`src/rtl/regfile_mp_pkg.sv`:
```
// Shared types and constant helpers for the multi-port register file.
// Clear-engine state encoding and elaboration-time sizing functions.
package regfile_mp_pkg;

  typedef enum logic {
    CLR_IDLE  = 1'b0,
    CLR_CLEAR = 1'b1
  } clr_state_e;

  function automatic int byte_cnt(input int w);
    return w / 8;
  endfunction

  // Loop stops at 30 so that the shifted value never goes negative.
  function automatic int clog2_f(input int v);
    int r;
    r = 0;
    for (int i = 0; i < 31; i++) begin
      if ((1 << i) < v) r = i + 1;
    end
    return r;
  endfunction

endpackage

```
`src/rtl/regfile_clr_seq.sv`:
```
// Bulk-clear sequencer: walks index 0..DEPTH-1, one register per cycle.
// Busy for exactly DEPTH cycles; requests while busy are ignored.
module regfile_clr_seq
  import regfile_mp_pkg::*;
#(
  parameter int DEPTH = 8,
  parameter int IW    = clog2_f(DEPTH)
) (
  input  logic          clk,
  input  logic          rst,
  input  logic          clr_req,
  output logic          clr_busy,
  output logic          clr_vld,
  output logic [IW-1:0] clr_idx
);

  localparam logic [IW-1:0] LAST = IW'(DEPTH - 1);

  clr_state_e    state_q, state_d;
  logic [IW-1:0] cnt_q, cnt_d;

  always_comb begin
    state_d = state_q;
    cnt_d   = cnt_q;
    case (state_q)
      CLR_IDLE: begin
        if (clr_req) begin
          state_d = CLR_CLEAR;
          cnt_d   = '0;
        end
      end
      CLR_CLEAR: begin
        if (cnt_q == LAST) begin
          state_d = CLR_IDLE;
          cnt_d   = '0;
        end else begin
          cnt_d = cnt_q + IW'(1);
        end
      end
      default: begin
        state_d = CLR_IDLE;
        cnt_d   = '0;
      end
    endcase
  end

  always_ff @(posedge clk or posedge rst) begin
    if (rst) begin
      state_q <= CLR_IDLE;
      cnt_q   <= '0;
    end else begin
      state_q <= state_d;
      cnt_q   <= cnt_d;
    end
  end

  assign clr_busy = (state_q == CLR_CLEAR);
  assign clr_vld  = clr_busy;
  assign clr_idx  = cnt_q;

endmodule

```
`src/rtl/regfile_mp.sv`:
```
// Register file: one byte-enabled write port, two registered read ports with
// write bypass, out-of-range detection, optional zero r0 and a bulk clear.
module regfile_mp
  import regfile_mp_pkg::*;
#(
  parameter int WIDTH   = 16,
  parameter int DEPTH   = 8,
  parameter int ADDR_W  = 16,
  parameter int ZERO_R0 = 0
) (
  input  logic                       clk,
  input  logic                       rst,
  input  logic                       wr_valid,
  output logic                       wr_ready,
  input  logic [ADDR_W-1:0]          wr_addr,
  input  logic [WIDTH-1:0]           wr_data,
  input  logic [byte_cnt(WIDTH)-1:0] wr_be,
  input  logic                       rd_en_a,
  input  logic [ADDR_W-1:0]          rd_addr_a,
  output logic [WIDTH-1:0]           rd_data_a,
  output logic                       rd_valid_a,
  input  logic                       rd_en_b,
  input  logic [ADDR_W-1:0]          rd_addr_b,
  output logic [WIDTH-1:0]           rd_data_b,
  output logic                       rd_valid_b,
  input  logic                       clr_req,
  output logic                       clr_busy,
  output logic                       err_addr
);

  localparam int NB  = byte_cnt(WIDTH);
  localparam int IW  = clog2_f(DEPTH);
  localparam int AXW = ADDR_W + 1;
  localparam logic [AXW-1:0] DEPTH_X = AXW'(DEPTH);

  logic [WIDTH-1:0]  mem_q [DEPTH];
  logic [WIDTH-1:0]  mem_d [DEPTH];
  logic [WIDTH-1:0]  rd_data_q [2];
  logic [WIDTH-1:0]  rd_data_d [2];
  logic [1:0]        rd_valid_q, rd_valid_d;
  logic              err_q, err_d;

  logic [1:0]        rd_en;
  logic [ADDR_W-1:0] rd_addr [2];
  logic [1:0]        rd_oor;
  logic              clr_vld;
  logic [IW-1:0]     clr_idx;
  logic              wr_fire, wr_in, wr_eff;
  logic [IW-1:0]     wr_idx;
  logic [WIDTH-1:0]  wr_merged;

  // Full-width compare so aliased high address bits can never hit the array.
  function automatic logic in_range(input logic [ADDR_W-1:0] a);
    return {1'b0, a} < DEPTH_X;
  endfunction

  function automatic logic is_r0(input logic [ADDR_W-1:0] a);
    return (ZERO_R0 != 0) && (a == '0);
  endfunction

  regfile_clr_seq #(.DEPTH(DEPTH), .IW(IW)) u_clr_seq (
    .clk      (clk),
    .rst      (rst),
    .clr_req  (clr_req),
    .clr_busy (clr_busy),
    .clr_vld  (clr_vld),
    .clr_idx  (clr_idx)
  );

  assign wr_ready = !clr_busy;
  assign wr_fire  = wr_valid && wr_ready;
  assign wr_in    = in_range(wr_addr);
  assign wr_idx   = wr_addr[IW-1:0];
  assign wr_eff   = wr_fire && wr_in && !is_r0(wr_addr);

  always_comb begin
    wr_merged = mem_q[wr_idx];
    for (int b = 0; b < NB; b++) begin
      if (wr_be[b]) wr_merged[8*b +: 8] = wr_data[8*b +: 8];
    end
  end

  // Writes and clears never coincide: the write port is closed while clearing.
  always_comb begin
    mem_d = mem_q;
    if (wr_eff) mem_d[wr_idx] = wr_merged;
    if (clr_vld) mem_d[clr_idx] = '0;
  end

  assign rd_en      = {rd_en_b, rd_en_a};
  assign rd_addr[0] = rd_addr_a;
  assign rd_addr[1] = rd_addr_b;

  always_comb begin
    rd_data_d  = rd_data_q;
    rd_valid_d = rd_en;
    rd_oor     = '0;
    for (int p = 0; p < 2; p++) begin
      if (rd_en[p]) begin
        if (!in_range(rd_addr[p])) begin
          rd_oor[p]    = 1'b1;
          rd_data_d[p] = '0;
        end else if (is_r0(rd_addr[p])) begin
          rd_data_d[p] = '0;
        end else if (wr_eff && (wr_idx == rd_addr[p][IW-1:0])) begin
          rd_data_d[p] = wr_merged;
        end else begin
          rd_data_d[p] = mem_q[rd_addr[p][IW-1:0]];
        end
      end
    end
    err_d = (wr_fire && !wr_in) || (|rd_oor);
  end

  always_ff @(posedge clk or posedge rst) begin
    if (rst) begin
      mem_q      <= '{default: '0};
      rd_data_q  <= '{default: '0};
      rd_valid_q <= '0;
      err_q      <= 1'b0;
    end else begin
      mem_q      <= mem_d;
      rd_data_q  <= rd_data_d;
      rd_valid_q <= rd_valid_d;
      err_q      <= err_d;
    end
  end

  assign rd_data_a  = rd_data_q[0];
  assign rd_data_b  = rd_data_q[1];
  assign rd_valid_a = rd_valid_q[0];
  assign rd_valid_b = rd_valid_q[1];
  assign err_addr   = err_q;

endmodule

```
`config.mk`:
```
export PLATFORM = sky130hd
export DESIGN_NAME = regfile_mp
export DESIGN_NICKNAME = d
export VERILOG_FILES = /design/src/rtl/regfile_mp_pkg.sv /design/src/rtl/regfile_clr_seq.sv /design/src/rtl/regfile_mp.sv
export SDC_FILE = /design/constraint.sdc
export NUM_CORES = 1
export LEC_CHECK = 0
export CAP_MARGIN = 25
export CORE_ASPECT_RATIO = 1.4
export CORE_MARGIN = 2
export CORE_UTILIZATION = 58
export DETAILED_ROUTE_END_ITERATION = 7
export GPL_TIMING_DRIVEN = 0
export MAX_ROUTING_LAYER = met4
export PLACE_DENSITY = 0.86
export RECOVER_POWER = 25
export SLEW_MARGIN = 25
export SYNTH_ARGS = -nofsm -noshare
export SYNTH_HDL_FRONTEND = slang
export SYNTH_HIERARCHICAL = 1
export SYNTH_SLANG_ARGS = --single-unit
```
`constraint.sdc`:
```
create_clock -name clk -period 6.3 [get_ports clk]
set_input_delay 0.945 -clock clk [delete_from_list [all_inputs] [get_ports clk]]
set_output_delay 0.945 -clock clk [all_outputs]
set_load 0.1 [all_outputs]
```
# --- After elaboration in Yosys (flattened, before gate mapping) ---
# Index checks and enable logic that the tools add are counted.
# Widths: inputs -> output; s select.
totals:
  register_bits: 167
  in_bits: 72
  out_inout_bits: 37
  word_cells: 78
classes:
  addsub: 1
  n_lt_le_gt_ge: 9
  n_eq_ne: 4
  n_mux: 32
  bitwise_logic: 7
  reduce_logical: 11
ops:
  columns: ["cell", "count"]
  rows:
  - ["$mux 128", 2]
  - ["$mux 16", 12]
  - ["$bmux 16 s3", 3]
  - ["$and 128x128->128", 1]
  - ["$bwmux 128", 1]
  - ["$not 128->128", 1]
  - ["$demux 16 s3", 2]
  - ["$lt 16x4->1 const B", 3]
  - ["$ge 4x4->1 const B", 4]
  - ["$mux 8", 2]
  - ["$not 3->4", 4]
  - ["$lt 4x1->1 const B", 2]
  - ["$logic_and 1x1->1", 7]
  - ["$eq 3x3->1", 2]
  - ["$mux 1", 6]
  - ["$mux 3", 2]
  - ["$pmux 3 s2", 1]
  - ["$add 3x1->3 const B", 1]
  - ["$eq 3x3->1 const B", 1]
  - ["$logic_not 1->1", 2]
  - ["$ne 2x2->1 const B", 1]
  - ["$pmux 1 s2", 1]
  - ["$reduce_or 2->1", 1]
  - ["$logic_or 1x1->1", 1]
  - ["$not 1->1", 1]

# --- Longest topological paths before layout ---
# Gate-level depths: netlist of the first run.
depth:
  ltp_word: 9
  depth_mapped: 9
  mapped_depth_nobuf: 5

# --- Modules after synthesis ---
# The synthesis of the first run kept the hierarchy.
modules_own_cells:
  columns: ["module", "instances", "cells_per_inst", "area_per_inst_um2", "seq_area_each_um2"]
  rows:
  - ["regfile_mp", 1, 957, 10227.3, 4078.9]
  - ["regfile_clr_seq", 1, 18, 201.4, 100.1]

# --- Worst setup path after synthesis of the first run ---
# Ideal clock, no wire load.
synth_path:
  kind: "reg-to-output"
  startpoint: "reg u_clr_seq.state_q (netlist: u_clr_seq/clr_busy)"
  endpoint: "out wr_ready"
  arrival_time_ps: 1739
  required_ps: 5355
  setup_slack_ps: 3616
  path_stages_with_launch: 2
  n_path_buf: 0
  cell_sequence: "dfrtp_1 > inv_1"
synth_via:
  elab_chain_len: 1
synth_lines:
  columns: ["item", "line_no", "rtl"]
  rows:
  - ["from (decl)", "regfile_clr_seq.sv:19", "clr_state_e state_q, state_d;"]
  - ["from (signal assigned)", "regfile_clr_seq.sv:52", "state_q <= state_d;"]
  - ["$logic_not 1->1", "regfile_mp.sv:70", "assign wr_ready = !clr_busy;"]
  - ["to (decl)", "regfile_mp.sv:14", "output logic wr_ready,"]
# Every way passes these cells.

==> results by group, run 1 <==
Route
  – DRC Markers: 0
  – Total number of vias: 9,854
  – Post-route ant nets: 0
  – Via density: 7.310
  – WL per Instance: 29.20 µm
  – First-pass DRT Iterations: 5
  – DRT Wirelength: 39.37 mm
  – Initial DRC Count: 1,473

STA
  – Post-layout min period: 3.801 ns
  – Slew margin rel.: -154.7%
  – RSZ-0062 raised after global routing: false
  – Hold WS: 0.4885 ns
  – Tightest Pin Transition: 3.800 ns
  – Setup-failing EPs final: 0
  – Slew Viols, Final: 83
  – Final hold vios: 0
  – Tcrit/Tclk final: 60.33%
  – Fmax: 263.1 MHz
  – Setup TNS: 0 ns
  – Max Clock Skew: 0.007414 ns

Hold path
  – Worst hold path cell count: 1
  – Hold Crit Endpoint: rd_data_a[0]
  – Worst Min Path Start: rd_data_a[0]
  – Worst hold path class: reg2reg

Synth
  – Number of synthesized flops with an enable pin: 0
  – Syn Nets: 1,050
  – Mapped Area: 10,430 µm²
  – Synth warn: 6
  – Syn Inst Count: 975
  – Register area share after synthesis: 40.07%
  – Synth area leaders: dfrtp_1 (40%), mux4_2 (15%), nand2_1 (5.3%)
  – Top_reg_cell synth: dfrtp_1
  – Share of the synthesized area in the top cell type: 40.07%
  – Syn Area/Cell: 10.70 µm²
  – Cell taking the most area after synthesis: dfrtp_1
  – Netlist cell types: 61
  – #FFs+latches synth: 167
  – Ys async rst share: 100.0%

CTS
  – Post-CTS Setup Bufs: 0
  – CTS Root Cell: clkbuf_16
  – Worst-path clk slew: 0.07 ns
  – CTS Buf Count: 17
  – Sink Count: 167
  – H-tree depth: 4
  – CTS Hold Bufs: 0
  – Resized cells post-CTS: 0
  – CTS tree: built
  – Worst-case clock buffer depth: 2
  – Clk Latency, worst-skew pair: 0.45 ns

Critical path
  – CP Cell Sequence: dlygate4sd3_1 -> clkinvlp_2
  – CP top delay family: buffers and inverters
  – Reg-to-reg critical path endpoint: rd_data_b[0]
  – Crit path largest cell delay: 2.14 ns
  – Startpoint Class: primary input
  – CP Class: in2async
  – Reg2reg start: u_clr_seq/clr_busy
  – Crit path from: rst
  – Worst Path Arrival: 3.71 ns
  – WP buf/inv: 2
  – Slowest stage cell, crit path: clkinvlp_2
  – Max FO, Critical Path: 83
  – Crit end category: asynchronous set/reset pin
  – Register-to-Register Path Depth: 7
  – Req. time, crit path: 6.21 ns
  – FF-to-FF setup slack: 3.30 ns

Run status
  – Failing checks: capacitance limit, slew limit
  – Status: finished, violations left

Pwr
  – Peak supply drop: 0.1741 mV
  – Final Power: 2.792 mW
  – Pwr Density: 226.6 nW/µm²
  – Register share of total power: 40.0%
  – Switching share of total power: 34.86%
  – Leak pwr: 4.986 nW
  – Logic pwr share: 22.6%
  – Clk pwr share: 37.4%
  – Pint: 1.819 mW
  – Switching pwr: 973.4 µW

Run
  – Max_cap viols: 1

Global route
  – Overall routing resource usage: 43.09%
  – Layer carrying the most global-route usage: met2
  – Routing usage on met3: 10.40%
  – Largest net degree at the start of global routing: 84
  – Initial antenna violation count: 1
  – Met2 Usage GRT: 64.30%
  – GRT overflow: 0
  – Met1 usage in global routing: 50.44%
  – Vias in the first global route: 9,853
  – First-pass GRT wire length: 58.55 mm

Die
  – Die ar.: 19,080 µm²
  – Die extent in x: 117.3 µm
  – Row count: 58
  – Top-Level Pins: 109
  – Die H: 162.7 µm
  – Core area: 17,780 µm²
  – Starting Density: 58.66%

Cells and area
  – Ratio of cells with drive above 1 in the final layout: 19.71%
  – Area growth from synthesis to layout: 18.15%
  – Final nets: 1,168

Place
  – PortBufs: 98
  – Routability cong.: 1.025
  – Post-DP HPWL: 26.09 mm
[power groups by stage]
| stage | sequential (mW) | clock (mW) | combinational (mW) |
|---|---|---|---|
| floorplan | 1.16 | 0 | 0.319 |
| global placement | 1.14 | 0 | 0.584 |
| detailed placement | 1.14 | 0 | 0.596 |
| CTS | 1.12 | 1.03 | 0.600 |
| global route | 1.12 | 1.08 | 0.636 |
| finish | 1.12 | 1.04 | 0.631 |
[cells by family (layout without fill, tap and decap cells)]
group	Yosys count	count (layout)	synth area share [%]
muxes	140	140	22.39
adders and majority gates	3	3	0.3600
DFF	167	167	40.07
buffers and inverters	94	225	4.343
other	0	2	0
AOI/OAI and AO/OA	269	269	17.88
xor gates and xnor gates	6	6	0.5039
and+or+nand+nor	296	296	14.46
[flip-flops by register name (all words and copies together) (netlist names)]
name,flops
rd_valid_q,2
u_clr_seq/clr_busy,1
rd_data_a,16
mem_q,128
u_clr_seq/clr_idx,3
err_addr,1
rd_data_b,16
[cell usage in the layout (no fill, tap or decap), drive strengths merged, types with 16 or more instances in the layout]
cell / Yosys / layout
dfrtp: 167 / 167
nand2: 146 / 146
clkdlybuf4s50: 0 / 94
o21ai: 89 / 89
mux4: 71 / 71
a21oi: 63 / 63
clkbuf: 35 / 55
buf: 47 / 48
mux2: 36 / 36
o2bb2ai: 36 / 36
nor2: 34 / 34
mux2i: 33 / 33
nand2b: 31 / 31
a22o: 21 / 21
nand3: 16 / 16
[metrics by stage]
step                      setup slack [ns]  instances  cell area [µm²]  util [%]
after floorplan                     0.9500        975            10430         -
after global routing                 1.900       1347            12320     69.29
after CTS                            2.747       1346            12320     69.30
final                                2.499       1348            12320     69.30
after global placement              -1.227       1313            11710     65.86
after detailed placement             2.305       1314            11750     66.07
[Yosys cell counts, types with 5 or more instances]
| cell | instances |
|---|---|
| a211o_1 | 9 |
| a21oi_1 | 63 |
| a22o_1 | 21 |
| a22oi_1 | 7 |
| a31o_2 | 5 |
| and3b_1 | 5 |
| buf_1 | 5 |
| buf_2 | 32 |
| buf_6 | 6 |
| clkbuf_1 | 35 |
| dfrtp_1 | 167 |
| inv_1 | 9 |
| mux2_2 | 36 |
| mux2i_1 | 33 |
| mux4_2 | 71 |
| nand2_1 | 146 |
| nand2b_1 | 31 |
| nand3_1 | 15 |
| nor2_1 | 32 |
| nor2b_1 | 8 |
| nor3_1 | 13 |
| nor3b_1 | 6 |
| nor4_1 | 6 |
| nor4_4 | 5 |
| o2111a_1 | 6 |
| o211ai_1 | 11 |
| o21ai_0 | 84 |
| o21ai_1 | 5 |
| o2bb2ai_1 | 26 |
| o2bb2ai_2 | 10 |
[worst max-delay path by stage]
| stage | depth (start not counted) | endpoint |
|---|---|---|
| 2_1_floorplan | 1 | err_addr |
| 3_3_place_gp | 2 | mem_q[24] |
| 3_5_place_dp | 8 | rd_data_b[0] |
| 4_1_cts | 8 | rd_data_b[0] |
| 5_1_grt | 2 | rd_data_b[12] |
| 6_report | 2 | mem_q[74] |
[layer usage]
metal  wire length, µm  vias up
li1                  -     3917
met1             12880     4741
met2             17920      899
met3              5094      297
met4              3470        0
met5                 0        -
[cell type report]
cell class / instances / area [µm²]
timing repair buffer: 99 / 1008
buffer: 82 / 409.1
antenna: 2 / 5.005
tap: 240 / 300.3
fill: 1354 / 5458
clock inverter: 12 / 117.6
inverter: 12 / 46.29
sequential: 167 / 4179
clock buffer: 20 / 456.7
multi-input combinational: 714 / 5799
(Power assumes the default switching activity.)
==> run 2, diff against run 1 <==
- clock period: 6.3 -> 3.6 ns (I/O delays scaled with it)
==> results by group, run 2 (synthesized netlist as in run 1, its figures left out) <==
Die
  – Die H: 162.7 µm
  – Starting Density: 58.66%
  – Die extent in x: 117.3 µm
  – Top-Level Pins: 109
  – Core area: 17,780 µm²
  – Die ar.: 19,080 µm²
  – Row count: 58

Global route
  – Vias in the first global route: 10,190
  – GRT overflow: 0
  – Overall routing resource usage: 44.31%
  – Largest net degree at the start of global routing: 33
  – Initial antenna violation count: 0
  – First-pass GRT wire length: 60.24 mm

Route
  – Metal-1 WL: 12.40 mm
  – Post-route ant nets: 0
  – DRC Markers: 4
  – Initial DRC Count: 1,504
  – Met2 Wirelength: 18.05 mm
  – Uppermost routed layer: met4
  – Via density: 7.425
  – DRT Wirelength: 39.85 mm
  – WL per Instance: 29.48 µm
  – Total number of vias: 10,040
  – Met3 WL post-DR: 5.716 mm
  – First-pass DRT Iterations: 8

Critical path
  – Slowest stage cell, crit path: nor4_2
  – CP Class: in2reg
  – Crit path largest cell delay: 0.63 ns
  – Worst Path Arrival: 3.49 ns
  – Req. time, crit path: 3.97 ns
  – CP Cell Sequence: clkdlybuf4s50_1 -> nor4_1 -> nand4_1 -> buf_2 -> nor4_2 -> buf_2 -> o21ai_0 -> o2bb2ai_1
  – WP buf/inv: 3
  – Startpoint Class: primary input
  – Reg2reg start: u_clr_seq/clr_busy
  – Cell mode on critical path: buf_2
  – Max FO, Critical Path: 10
  – Crit end category: register
  – CP top delay family: simple AND/OR/NAND/NOR gates
  – Crit path from: wr_addr[13]

CTS
  – Post-CTS Setup Bufs: 0
  – CTS Hold Bufs: 0
  – Resized cells post-CTS: 0
  – CTS Buf Count: 17
  – Sink Count: 167
  – Worst-case clock buffer depth: 2
  – Clk Latency, worst-skew pair: 0.45 ns
  – CTS Root Cell: clkbuf_16
  – CTS tree: built
  – Worst-path clk slew: 0.07 ns
  – H-tree depth: 4

Cells and area
  – Max FFs per register: 128
  – Final nets: 1,173
  – Commonest non-fill, non-tap cell in the layout: dfrtp_1
  – Area growth from synthesis to layout: 19.42%
  – Commonest cells after routing, fill and taps aside: dfrtp_1 (167), nand2_1 (146), clkdlybuf4s50_1 (95)
  – Ratio of cells with drive above 1 in the final layout: 19.98%
  – Most flop-heavy register: mem_q
  – Post-Layout Inst Area: 12,450 µm²

Place
  – Routability cong.: 1.080
  – Place WS: 0.1905 ns
  – Dpl cell area: 11,850 µm²
  – Post-DP HPWL: 26.32 mm
  – PortBufs: 98

STA
  – RSZ-0062 raised after global routing: false
  – Tightest Pin Transition: 1.175 ns
  – Tcrit/Tclk final: 86.92%
  – Setup-failing EPs final: 0
  – Fmax: 319.6 MHz
  – Post-layout min period: 3.129 ns
  – Fin worst setup slack: 0.4708 ns
  – Max Clock Skew: 0.008123 ns
  – Slew Viols, Final: 0
  – Slew margin rel.: 21.68%
  – Final hold vios: 0

Run
  – Max_cap viols: 0

Pwr
  – Leak pwr: 5.061 nW
  – Final Power: 5.144 mW
  – Pwr Density: 413.1 nW/µm²
  – Peak supply drop: 0.3578 mV

Run status
  – Status: finished, violations left
  – Failing checks: DRC

Hold path
  – Worst hold path class: in2async
run 2: cell type report:
type / instances / area [µm²]
multi-input combinational: 714 / 5797
buffer: 82 / 409.1
tap: 240 / 300.3
timing repair buffer: 104 / 1054
clock buffer: 17 / 425.4
fill: 1259 / 5325
antenna: 1 / 2.502
sequential: 167 / 4179
inverter: 12 / 46.29
clock inverter: 15 / 241.5
run 2: worst paths after layout:
| check | slack (ns) | endpoint | depth (start not counted) |
|---|---|---|---|
| setup / recovery | 0.47 | rd_data_b[15] | 8 |
| hold / removal | 0.45 | u_clr_seq/clr_busy | 2 |
| setup reg to reg | 0.68 | rd_data_b[15] | 7 |
| hold reg to reg | 0.49 | rd_data_a[10] | 1 |
| max in group asynchronous | 0.89 | mem_q[95] | 4 |
| min in group clk | 0.49 | rd_data_a[10] | 1 |
run 2: through the flow:
step	hold slack, ns	cells	TNS (ns)	util (%)
finish	0.4482	1352	0	70.05
global route	0.4749	1351	0	70.04
CTS	0.3562	1351	0	70.39
detailed placement	0.4799	1319	0	66.64
global placement	0.4699	1313	-56.15	65.88
floorplan	0.3061	975	0	-
run 2: routing by layer:
metal	up-vias	track usage, %
met5	-	-
met3	361	15.62
li1	3922	-
met4	0	32.42
met1	4768	49.21
met2	987	66.37
run 2: power by group:
| group | switching (mW) | total [mW] | internal [mW] |
|---|---|---|---|
| clock | 0.853 | 2.11 | 1.25 |
| sequential | 0.0545 | 1.96 | 1.90 |
| combinational | 0.797 | 1.08 | 0.286 |
| total | 1.70 | 5.14 | 3.44 |
==> run 3, diff against run 2 <==
- PLACE_DENSITY: 0.86 -> 0.87
- SYNTH_HIERARCHICAL: 1 -> default
==> results by group, run 3 <==
Run status
  – Status: finished, violations left
  – Failing checks: capacitance limit, slew limit

Hold path
  – Hold Crit Endpoint: rd_data_b[15]
  – Worst Min Path Start: rd_data_b[15]
  – Worst hold path class: reg2reg
  – Worst hold path cell count: 1

Die
  – Row count: 57
  – Starting Density: 58.59%
  – Die ar.: 18,450 µm²
  – Die extent in x: 115.4 µm
  – Core area: 17,190 µm²
  – Die H: 159.9 µm
  – Top-Level Pins: 109

Synth
  – Number of synthesized flops with an enable pin: 0
  – #FFs+latches synth: 167
  – Cell taking the most area after synthesis: dfrtp_1
  – Syn Area/Cell: 9.814 µm²
  – Netlist cell types: 60
  – Ys async rst share: 100.0%
  – Register area share after synthesis: 41.50%
  – Syn Inst Count: 1,026
  – Share of the synthesized area in the top cell type: 41.50%
  – Most common cell in the netlist: o21ai_0
  – Mapped Area: 10,070 µm²
  – Post-synth top cells: o21ai_0 (171), dfrtp_1 (167), nand3_1 (149), nand2_1 (100), mux4_2 (64)
  – Synth warn: 0
  – Synth area leaders: dfrtp_1 (42%), mux4_2 (14%), o21ai_0 (8.5%)
  – Top_reg_cell synth: dfrtp_1
  – Syn Nets: 1,100

Route
  – Post-route ant nets: 0
  – Via density: 6.841
  – WL per Instance: 25.08 µm
  – First-pass DRT Iterations: 8
  – DRC Markers: 0
  – DRT Wirelength: 35.09 mm
  – Total number of vias: 9,570
  – Initial DRC Count: 1,037

CTS
  – H-tree depth: 4
  – Worst-case clock buffer depth: 2
  – Clk Latency, worst-skew pair: 0.44 ns
  – Sink Count: 167
  – CTS Hold Bufs: 0
  – CTS Buf Count: 17
  – Post-CTS Setup Bufs: 0
  – CTS Root Cell: clkbuf_16
  – Worst-path clk slew: 0.07 ns
  – Resized cells post-CTS: 0
  – CTS tree: built

Global route
  – Overall routing resource usage: 40.07%
  – Vias in the first global route: 9,563
  – Initial antenna violation count: 0
  – Met2 Usage GRT: 62.68%
  – Routing usage on met3: 8.691%
  – GRT overflow: 0
  – First-pass GRT wire length: 53.69 mm
  – Largest net degree at the start of global routing: 35
  – Layer carrying the most global-route usage: met2
  – Met1 usage in global routing: 47.85%

Pwr
  – Final Power: 4.681 mW
  – Switching pwr: 1.494 mW
  – Switching share of total power: 31.93%
  – Leak pwr: 4.844 nW
  – Logic pwr share: 19.9%
  – Peak supply drop: 0.5245 mV
  – Register share of total power: 41.4%
  – Pint: 3.186 mW
  – Clk pwr share: 38.7%
  – Pwr Density: 389.9 nW/µm²

Cells and area
  – Commonest non-fill, non-tap cell in the layout: o21ai_0
  – Commonest cells after routing, fill and taps aside: o21ai_0 (171), dfrtp_1 (167), nand3_1 (149)
  – Area growth from synthesis to layout: 19.21%
  – Max FFs per register: 128
  – Sequential cell area: 4179 µm²
  – Most flop-heavy register: mem_q
  – Final nets: 1,225
  – Ant diodes: 0
  – Ratio of cells with drive above 1 in the final layout: 14.19%
  – Multi-input logic area: 5436 µm²
  – FILL cells: 1,304

STA
  – Setup-failing EPs final: 0
  – Fin worst setup slack: 0.6967 ns
  – Slew margin rel.: -17.91%
  – Fmax: 344.4 MHz
  – Final hold vios: 0
  – RSZ-0062 raised after global routing: false
  – Post-layout min period: 2.903 ns
  – Tcrit/Tclk final: 80.65%
  – Max Clock Skew: 0.009047 ns
  – Slew Viols, Final: 65
  – Tightest Pin Transition: 1.769 ns

Critical path
  – Worst Path Arrival: 3.16 ns
  – FF-to-FF setup slack: 1.12 ns
  – Crit path largest cell delay: 0.79 ns
  – Slowest stage cell, crit path: o22ai_1
  – Crit end category: register
  – Max FO, Critical Path: 10
  – Register-to-Register Path Depth: 7
  – CP Cell Sequence: clkdlybuf4s50_1 -> buf_2 -> buf_6 -> mux2i_1 -> a2bb2oi_1 -> o211ai_1 -> o22ai_1 -> o21ai_0
  – Reg-to-reg critical path endpoint: mem_q[6]
  – Req. time, crit path: 3.85 ns
  – CP Class: in2reg
  – Reg2reg start: u_clr_seq.clr_busy
  – Startpoint Class: primary input

Run
  – Max_cap viols: 2

Place
  – PortBufs: 101
  – Post-DP HPWL: 27.52 mm
  – Routability cong.: 1.021
  – Place WS: 0.3984 ns
[run 3: changes by cell type in the layout (fill, tap and decap cells not counted), moves of 11 or more]
| cell | before | now |
|---|---|---|
| a21oi_1 | 63 | 16 |
| o2bb2ai_1 | 26 | 8 |
| o21ai_1 | 5 | 16 |
| a31oi_1 | 1 | 25 |
| o21ai_0 | 84 | 171 |
| nand3_1 | 15 | 149 |
| mux2i_1 | 33 | 16 |
| a22o_1 | 21 | 1 |
| nor2b_1 | 8 | 20 |
| mux2_2 | 36 | 17 |
| nand2_1 | 146 | 100 |
| nand2b_1 | 31 | 6 |
| clkbuf_1 | 37 | 53 |
[run 3: cell families after synthesis]
kind of cell / share of synthesized area, %
simple gates: 16.80
compound gates: 17.99
flops: 41.50
buf+inv: 4.510
mux: 18.43
xor+xnor: 0.5219
fa+ha+maj: 0.2485
[run 3: power by group through the flow]
stage | registers (mW) | clock network, mW | logic, mW
global route | 1.94 | 1.89 | 0.981
CTS | 1.94 | 1.80 | 0.919
finish | 1.94 | 1.81 | 0.929
floorplan | 2.02 | 0 | 0.515
global placement | 1.97 | 0 | 0.886
detailed placement | 1.97 | 0 | 0.913
[run 3: cell type report]
type / count / area share [%]
Tap cell: 236 / 2.460
Clock inverter: 8 / 0.7296
Multi-Input combinational cell: 757 / 45.29
Sequential cell: 167 / 34.81
Buffer: 87 / 3.315
Timing Repair Buffer: 106 / 8.849
Inverter: 15 / 0.4795
Clock buffer: 23 / 4.065
[run 3: per-layer routing]
metal	share of wire [%]	vias up	routed length, µm
li1	-	4140	-
met1	35	4555	12270
met2	48	704	16990
met3	11	171	3757
met4	5.9	0	2075
met5	0	-	0
[run 3: how the worst max path moves through the flow]
stage	slack, ns	to	cells after the start	startpoint
finish	0.70	mem_q[120]	8	wr_addr[0]
floorplan	0.46	mem_q[23]	7	u_clr_seq.clr_busy
CTS	0.72	wr_ready	3	u_clr_seq.clr_busy
global route	0.48	mem_q[21]	3	rst
global placement	-0.37	mem_q[127]	2	rst
detailed placement	0.40	mem_q[98]	7	wr_addr[2]
[run 3: worst max-delay path, delay by kind of cell]
kind                   cells  cell delay, ns
muxes                      1            0.19
buffers and inverters      3            1.07
AOI/OAI and AO/OA          4            1.35
[run 3: per-stage QoR]
step | util [%] | setup TNS [ns] | cells | hold WS, ns | cell area, µm²
floorplan | - | 0 | 1026 | 0.4773 | 10070
global placement | 66.21 | -57.99 | 1363 | 0.4699 | 11380
detailed placement | 66.79 | 0 | 1368 | 0.4786 | 11480
CTS | 70.14 | 0 | 1399 | 0.4758 | 12060
global route | 69.84 | 0 | 1399 | 0.5172 | 12000
finish | 69.84 | 0 | 1399 | 0.4954 | 12000
